<file path="src/rtl/foc_pkg.sv">
// Types shared across the FOC sensor front-end blocks.
package foc_pkg;

  typedef enum logic {
    IDLE    = 1'b0,
    MEASURE = 1'b1
  } period_state_t;

endpackage

</file>
<file path="src/rtl/period_meter_if.sv">
// Pulse input, enable and measurement results of period_meter.
interface period_meter_if #(
  parameter int W = 24
);

  logic         en;
  logic         pulse_in;
  logic [W-1:0] period;
  logic         period_valid;
  logic         stalled;
  logic         glitch;

  modport master (
    output en, pulse_in,
    input  period, period_valid, stalled, glitch
  );

  modport slave (
    input  en, pulse_in,
    output period, period_valid, stalled, glitch
  );

endinterface

</file>
<file path="src/rtl/pulse_sync.sv">
// Synchronizer for an asynchronous pulse plus registered rising-edge detect.
module pulse_sync #(
  parameter int SYNC_STAGES = 2
) (
  input  logic clk,
  input  logic nrst,
  input  logic din,
  output logic rise
);

  logic [SYNC_STAGES-1:0] sync_q, sync_d;
  logic                   dly_q, dly_d;
  logic                   rise_q, rise_d;

  always_comb begin
    sync_d = {sync_q[SYNC_STAGES-2:0], din};
    dly_d  = sync_q[SYNC_STAGES-1];
    rise_d = sync_q[SYNC_STAGES-1] & ~dly_q;
  end

  always_ff @(posedge clk or negedge nrst) begin
    if (!nrst) begin
      sync_q <= '0;
      dly_q  <= 1'b0;
      rise_q <= 1'b0;
    end else begin
      sync_q <= sync_d;
      dly_q  <= dly_d;
      rise_q <= rise_d;
    end
  end

  assign rise = rise_q;

endmodule

</file>
<file path="src/rtl/period_meter.sv">
// Measures the clk-cycle interval between rising edges of an async pulse train,
// with glitch rejection and stall timeout.
module period_meter
  import foc_pkg::*;
#(
  parameter int W           = 24,
  parameter int SYNC_STAGES = 2,
  parameter int MIN_PERIOD  = 100,
  parameter int MAX_PERIOD  = 1_000_000
) (
  input logic           clk,
  input logic           nrst,
  period_meter_if.slave bus
);

  if (SYNC_STAGES < 2) begin : g_bad_sync
    $error("period_meter: SYNC_STAGES must be >= 2");
  end
  if (MIN_PERIOD < 2) begin : g_bad_min
    $error("period_meter: MIN_PERIOD must be >= 2");
  end
  if (MIN_PERIOD >= MAX_PERIOD) begin : g_bad_order
    $error("period_meter: MIN_PERIOD must be < MAX_PERIOD");
  end
  if (64'(MAX_PERIOD) >= (64'd1 << W)) begin : g_bad_max
    $error("period_meter: MAX_PERIOD must fit in W bits");
  end

  localparam logic [W-1:0] MIN_P = W'(MIN_PERIOD);
  localparam logic [W-1:0] MAX_P = W'(MAX_PERIOD);
  localparam logic [W-1:0] ONE   = W'(1);

  logic rise;

  pulse_sync #(.SYNC_STAGES(SYNC_STAGES)) u_sync (
    .clk  (clk),
    .nrst (nrst),
    .din  (bus.pulse_in),
    .rise (rise)
  );

  period_state_t state_q, state_d;
  logic [W-1:0]  cnt_q, cnt_d;
  logic [W-1:0]  period_q, period_d;
  logic          valid_q, valid_d;
  logic          stalled_q, stalled_d;
  logic          glitch_q, glitch_d;

  always_comb begin
    state_d   = state_q;
    cnt_d     = cnt_q;
    period_d  = period_q;
    valid_d   = 1'b0;
    stalled_d = stalled_q;
    glitch_d  = 1'b0;
    case (state_q)
      IDLE: begin
        cnt_d = '0;
        if (rise && bus.en) begin
          state_d = MEASURE;
          cnt_d   = ONE;
        end
      end
      MEASURE: begin
        // An edge landing on cnt == MAX_P is a valid measurement, so it is tested before the timeout.
        if (!bus.en) begin
          state_d = IDLE;
          cnt_d   = '0;
        end else if (rise && (cnt_q >= MIN_P)) begin
          period_d  = cnt_q;
          valid_d   = 1'b1;
          stalled_d = 1'b0;
          cnt_d     = ONE;
        end else if (rise) begin
          glitch_d = 1'b1;
          cnt_d    = cnt_q + ONE;
        end else if (cnt_q == MAX_P) begin
          period_d  = '0;
          valid_d   = 1'b1;
          stalled_d = 1'b1;
          state_d   = IDLE;
          cnt_d     = '0;
        end else begin
          cnt_d = cnt_q + ONE;
        end
      end
      default: begin
        state_d = IDLE;
        cnt_d   = '0;
      end
    endcase
  end

  always_ff @(posedge clk or negedge nrst) begin
    if (!nrst) begin
      state_q   <= IDLE;
      cnt_q     <= '0;
      period_q  <= '0;
      valid_q   <= 1'b0;
      stalled_q <= 1'b1;
      glitch_q  <= 1'b0;
    end else begin
      state_q   <= state_d;
      cnt_q     <= cnt_d;
      period_q  <= period_d;
      valid_q   <= valid_d;
      stalled_q <= stalled_d;
      glitch_q  <= glitch_d;
    end
  end

  assign bus.period       = period_q;
  assign bus.period_valid = valid_q;
  assign bus.stalled      = stalled_q;
  assign bus.glitch       = glitch_q;

endmodule

</file>
<file path="src/flat_wrapper.sv">
// flat-port wrapper written by rule: the top's interface ports become plain ports
module period_meter_flat import foc_pkg::*;
#(
  parameter int W           = 24,
  parameter int SYNC_STAGES = 2,
  parameter int MIN_PERIOD  = 100,
  parameter int MAX_PERIOD  = 1_000_000
)
  (clk, nrst, bus_en, bus_pulse_in, bus_period, bus_period_valid, bus_stalled, bus_glitch);
  period_meter_if #(.W(W)) bus_i ();
  input logic clk;
  input logic nrst;
  input wire logic [$bits(bus_i.en)-1:0] bus_en;
  input wire logic [$bits(bus_i.pulse_in)-1:0] bus_pulse_in;
  output wire logic [$bits(bus_i.period)-1:0] bus_period;
  output wire logic [$bits(bus_i.period_valid)-1:0] bus_period_valid;
  output wire logic [$bits(bus_i.stalled)-1:0] bus_stalled;
  output wire logic [$bits(bus_i.glitch)-1:0] bus_glitch;
  assign bus_i.en = bus_en;
  assign bus_i.pulse_in = bus_pulse_in;
  assign bus_period = bus_i.period;
  assign bus_period_valid = bus_i.period_valid;
  assign bus_stalled = bus_i.stalled;
  assign bus_glitch = bus_i.glitch;
  period_meter #(.W(W), .SYNC_STAGES(SYNC_STAGES), .MIN_PERIOD(MIN_PERIOD), .MAX_PERIOD(MAX_PERIOD)) u_core (.clk(clk), .nrst(nrst), .bus(bus_i));
endmodule
</file>
<file path="config.mk">
export PLATFORM = sky130hd
export DESIGN_NAME = period_meter_flat
export DESIGN_NICKNAME = d
export VERILOG_FILES = /design/src/rtl/foc_pkg.sv /design/src/rtl/period_meter_if.sv /design/src/rtl/pulse_sync.sv /design/src/rtl/period_meter.sv /design/src/flat_wrapper.sv
export SDC_FILE = /design/constraint.sdc
export NUM_CORES = 1
export LEC_CHECK = 0
export CAP_MARGIN = 30
export CORE_MARGIN = 8
export CORE_UTILIZATION = 33
export CTS_BUF_LIST = sky130_fd_sc_hd__clkbuf_8
export CTS_CLUSTER_DIAMETER = 200
export CTS_CLUSTER_SIZE = 40
export DETAILED_ROUTE_END_ITERATION = 12
export RECOVER_POWER = 100
export SLEW_MARGIN = 40
export SYNTH_ARGS = -nofsm -noshare
export SYNTH_HDL_FRONTEND = slang
export SYNTH_SLANG_ARGS = --single-unit
</file>
<file path="constraint.sdc">
create_clock -name clk -period 2.4 [get_ports clk]
set_clock_uncertainty 0.15 [all_clocks]
set_input_delay 0.24 -clock clk [delete_from_list [all_inputs] [get_ports clk]]
set_output_delay 0.24 -clock clk [all_outputs]
set_load 0.03 [all_outputs]
</file>
==> results_dict.tcl, run 1 <==
set metrics [dict create \
    tightest_slew_ns 1.35 \
    min_path_type "register to register" \
    required_ns 2.44 \
    cts_sinks 56 \
    vias_per_cell 4.79 \
    grt_pass1_wl_microns 8540 \
    met3_usage_pct 2.49 \
    routed_wl_microns 5360 \
    grt_pass1_vias 1764 \
    num_vias 1743 \
    antennaDiodeCount 0 \
    yosys.area.top_type_share_pct 58.3 \
    r2r_start "u_core.cnt_q[1]" \
    synthTopCellsByCount "55 x dfrtp_1, 29 x nor2_1, 24 x a22o_1" \
    postLayoutCoreUtil_pct 44.4 \
    clkLatencyLatePin_ns 0.30 \
    synth_top_family_by_area "simple AND/OR/NAND/NOR gates" \
    worstSetupStartpointType "register" \
    place_hpwl_microns 3450 \
    cp-end-kind "register" \
    ant_nets 0 \
    io_buffer_count 30 \
    synthXorXnorAreaFrac_pct 8.16 \
    grt_busiest_layer "met2" \
    syn_nets 208 \
    seq_area_frac_synth_pct 59.4 \
    async_flop_share_pct 100 \
    start_util_pct 33.3 \
    synth_edf_count 0 \
    finalHoldViolations 0 \
    fp.coreArea_sq_mm 0.00710 \
    synth_ff_type "dfrtp_1" \
    dieArea_sq_mm 0.0101 \
    routabilityCongestion 0.771 \
    slew_violations 0 \
    clkTransAtPathRegs_ns 0.09 \
    nets 270 \
    clk_path_buf_depth 2 \
    fp.dieW_microns 101 \
    arrival_ns 2.37 \
    rsz0062_at_grt "yes" \
    yosysMostFrequentCell "dfrtp_1" \
    worst-path-max-fanout 10 \
    ir_drop_v 0.000259 \
    yosys_warnings 0 \
    yosys.area_share.simple_pct 16.3 \
    cts_tree "done" \
    area_delta_synth_final_pct 33.6 \
    syn_inst 202 \
    use_met2_pct 15.8 \
    wl_per_cell_microns 14.7 \
    power_leakage_nw 1.51 \
    io_pins 31 \
    cts_buffers 5 \
    grt_use_total_pct 10.5 \
    drtIter0Drc 99 \
    h-tree-depth 2 \
    r2r_setup_slack_ns 0.07 \
    grt_max_degree 57 \
    pwr_density_cell_mw_per_mm2 486 \
    cts_root_buf "clkbuf_8" \
    finalCriticalPeriod_ns 2.33 \
    firstDrtPassIters 5 \
    num_rows 31 \
    drive_above_1_share_pct 19.2 \
    syn_avg_cell_area_sq_um 11.7 \
    syn-cell-area_sq_mm 0.00236 \
    ys_seq_elements 56 \
    status "complete, no violations" \
    ys_top_cells_by_area "dfrtp_1 58%, a22o_1 8.9%, xor2_1 5.6%, nor2_1 4.6%, nand3_1 2.8%" \
    finalCritPeriodShare_pct 97.1 \
    muxShareOfSynthArea_pct 0.424 \
    overflow 0 \
    cp-startpoint "u_core.cnt_q[1]" \
    antenna_found_initial 0 \
    setup_ws_ns 0.0689 \
    dpl_worst_slack_ns 0.0699 \
    relSlewSlack_pct 9.87 \
    drcViolationCount 0 \
    yosysTopAreaCell "dfrtp_1" \
    synth-adder-area-share_pct 1.06 \
    die_h_microns 101 \
    finalSetupTns_ns 0 \
    worst-setup-path-type "register to register" \
    fmax_mhz 429 \
    setup_viol 0 \
    min-delay-start "u_core.u_sync.sync_q[0]" \
    grt.met1_usage_pct 14.3 \
    synth_compound_area_share_pct 11.4 \
    cap_violations 0 \
    synth.distinct_cells 32 \
]
-- repair_timing --
| item | 4_1_cts | 5_1_grt |
|---|---|---|
| hold buffers | 1 | 0 |
| resized for setup | 0 | 10 |
| endpoints found under the setup margin | 0 | 43 |
| setup buffers | 0 | 7 |
| hold endpoints to repair | 55 | 0 |
-- worst max-delay path, stage by stage, from the launching register on --
cell,delay (ns)
dfrtp_1,0.42
inv_2,0.07
ha_1,0.13
nor4bb_4,0.17
nand3_1,0.09
or4_4,0.57
buf_6,0.15
nand4_1,0.13
buf_6,0.15
buf_12,0.13
nor2_1,0.05
-- final cells by class --
class | instances | area (sq um)
Multi-Input combinational cell | 133 | 931
Fill cell | 662 | 3940
Timing Repair Buffer | 64 | 592
Tap cell | 99 | 124
Sequential cell | 56 | 1400
Clock buffer | 6 | 82.6
Inverter | 4 | 15.0
Clock inverter | 2 | 7.51
-- logic make-up after synthesis --
group,Yosys count
buffers and inverters,14
AOI/OAI and AO/OA,30
muxes,1
and+or+nand+nor,77
DFF,56
xor gates and xnor gates,22
adders and majority gates,2
-- state kept, by name (all words and copies together) (netlist names) --
register / count
u_core.bus.glitch: 1
u_core.u_sync.rise: 1
u_core.state_q: 1
u_core.bus.period_valid: 1
u_core.u_sync.dly_q: 1
u_core.cnt_q: 24
u_core.bus.period: 24
u_core.u_sync.sync_q: 2
u_core.bus.stalled: 1
-- report_power, final --
group	internal [mW]	switching, mW	total, mW
clock	0.228	0.288	0.515
combinational	0.0261	0.0365	0.0626
sequential	0.949	0.00607	0.955
total	1.20	0.330	1.53
-- placed cells by master (no fill, tap or decap), types with 3 or more instances in the layout --
cell type	instances
a22o_1	24
buf_4	27
buf_6	3
clkbuf_8	6
dfrtp_1	55
dlygate4sd3_1	29
inv_1	4
nand2_1	9
nand3_1	13
nand4_1	6
nor2_1	29
nor2b_1	3
nor3_1	3
xnor2_1	7
xor2_1	15
-- metal layers --
metal	vias up	share of wire, %
met5	-	0
met4	0	1.3
met3	7	5.3
met2	40	46
met1	852	48
li1	844	-
-- worst paths after layout --
path,cells after the start,to
worst max-delay path,10,u_core.cnt_q[19]
worst min-delay path,0,u_core.u_sync.sync_q[1]
worst max register to register,10,u_core.cnt_q[19]
worst min register to register,0,u_core.u_sync.sync_q[1]
max in group asynchronous,3,u_core.bus.period[19]
min in group asynchronous,3,u_core.cnt_q[15]
-- per-stage QoR --
| step | hold WS (ns) | total power, mW | instance area, sq um | std cells |
|---|---|---|---|---|
| after floorplan | -0.206 | 0.986 | 2360 | 202 |
| after global placement | 0.112 | 1.02 | 2920 | 345 |
| after detailed placement | 0.114 | 1.03 | 2920 | 345 |
| after CTS | 0.211 | 1.54 | 3020 | 354 |
| after global routing | 0.223 | 1.60 | 3150 | 364 |
| final | 0.206 | 1.53 | 3150 | 364 |
(Power assumes the default switching activity.)
==> run 2, diff against run 1 <==
GPL_ROUTABILITY_DRIVEN = 1   (was not set)
==> results of run 2 <==
The final DEF is identical to that of run 1; final timing and power are the same.
==> run 3, diff against run 2 <==
ABC_CLOCK_PERIOD_IN_PS = 2400   (was not set)
GPL_ROUTABILITY_DRIVEN = 0   (was 1)
==> results of run 3 <==
The final DEF is identical to that of run 1; final timing and power are the same.
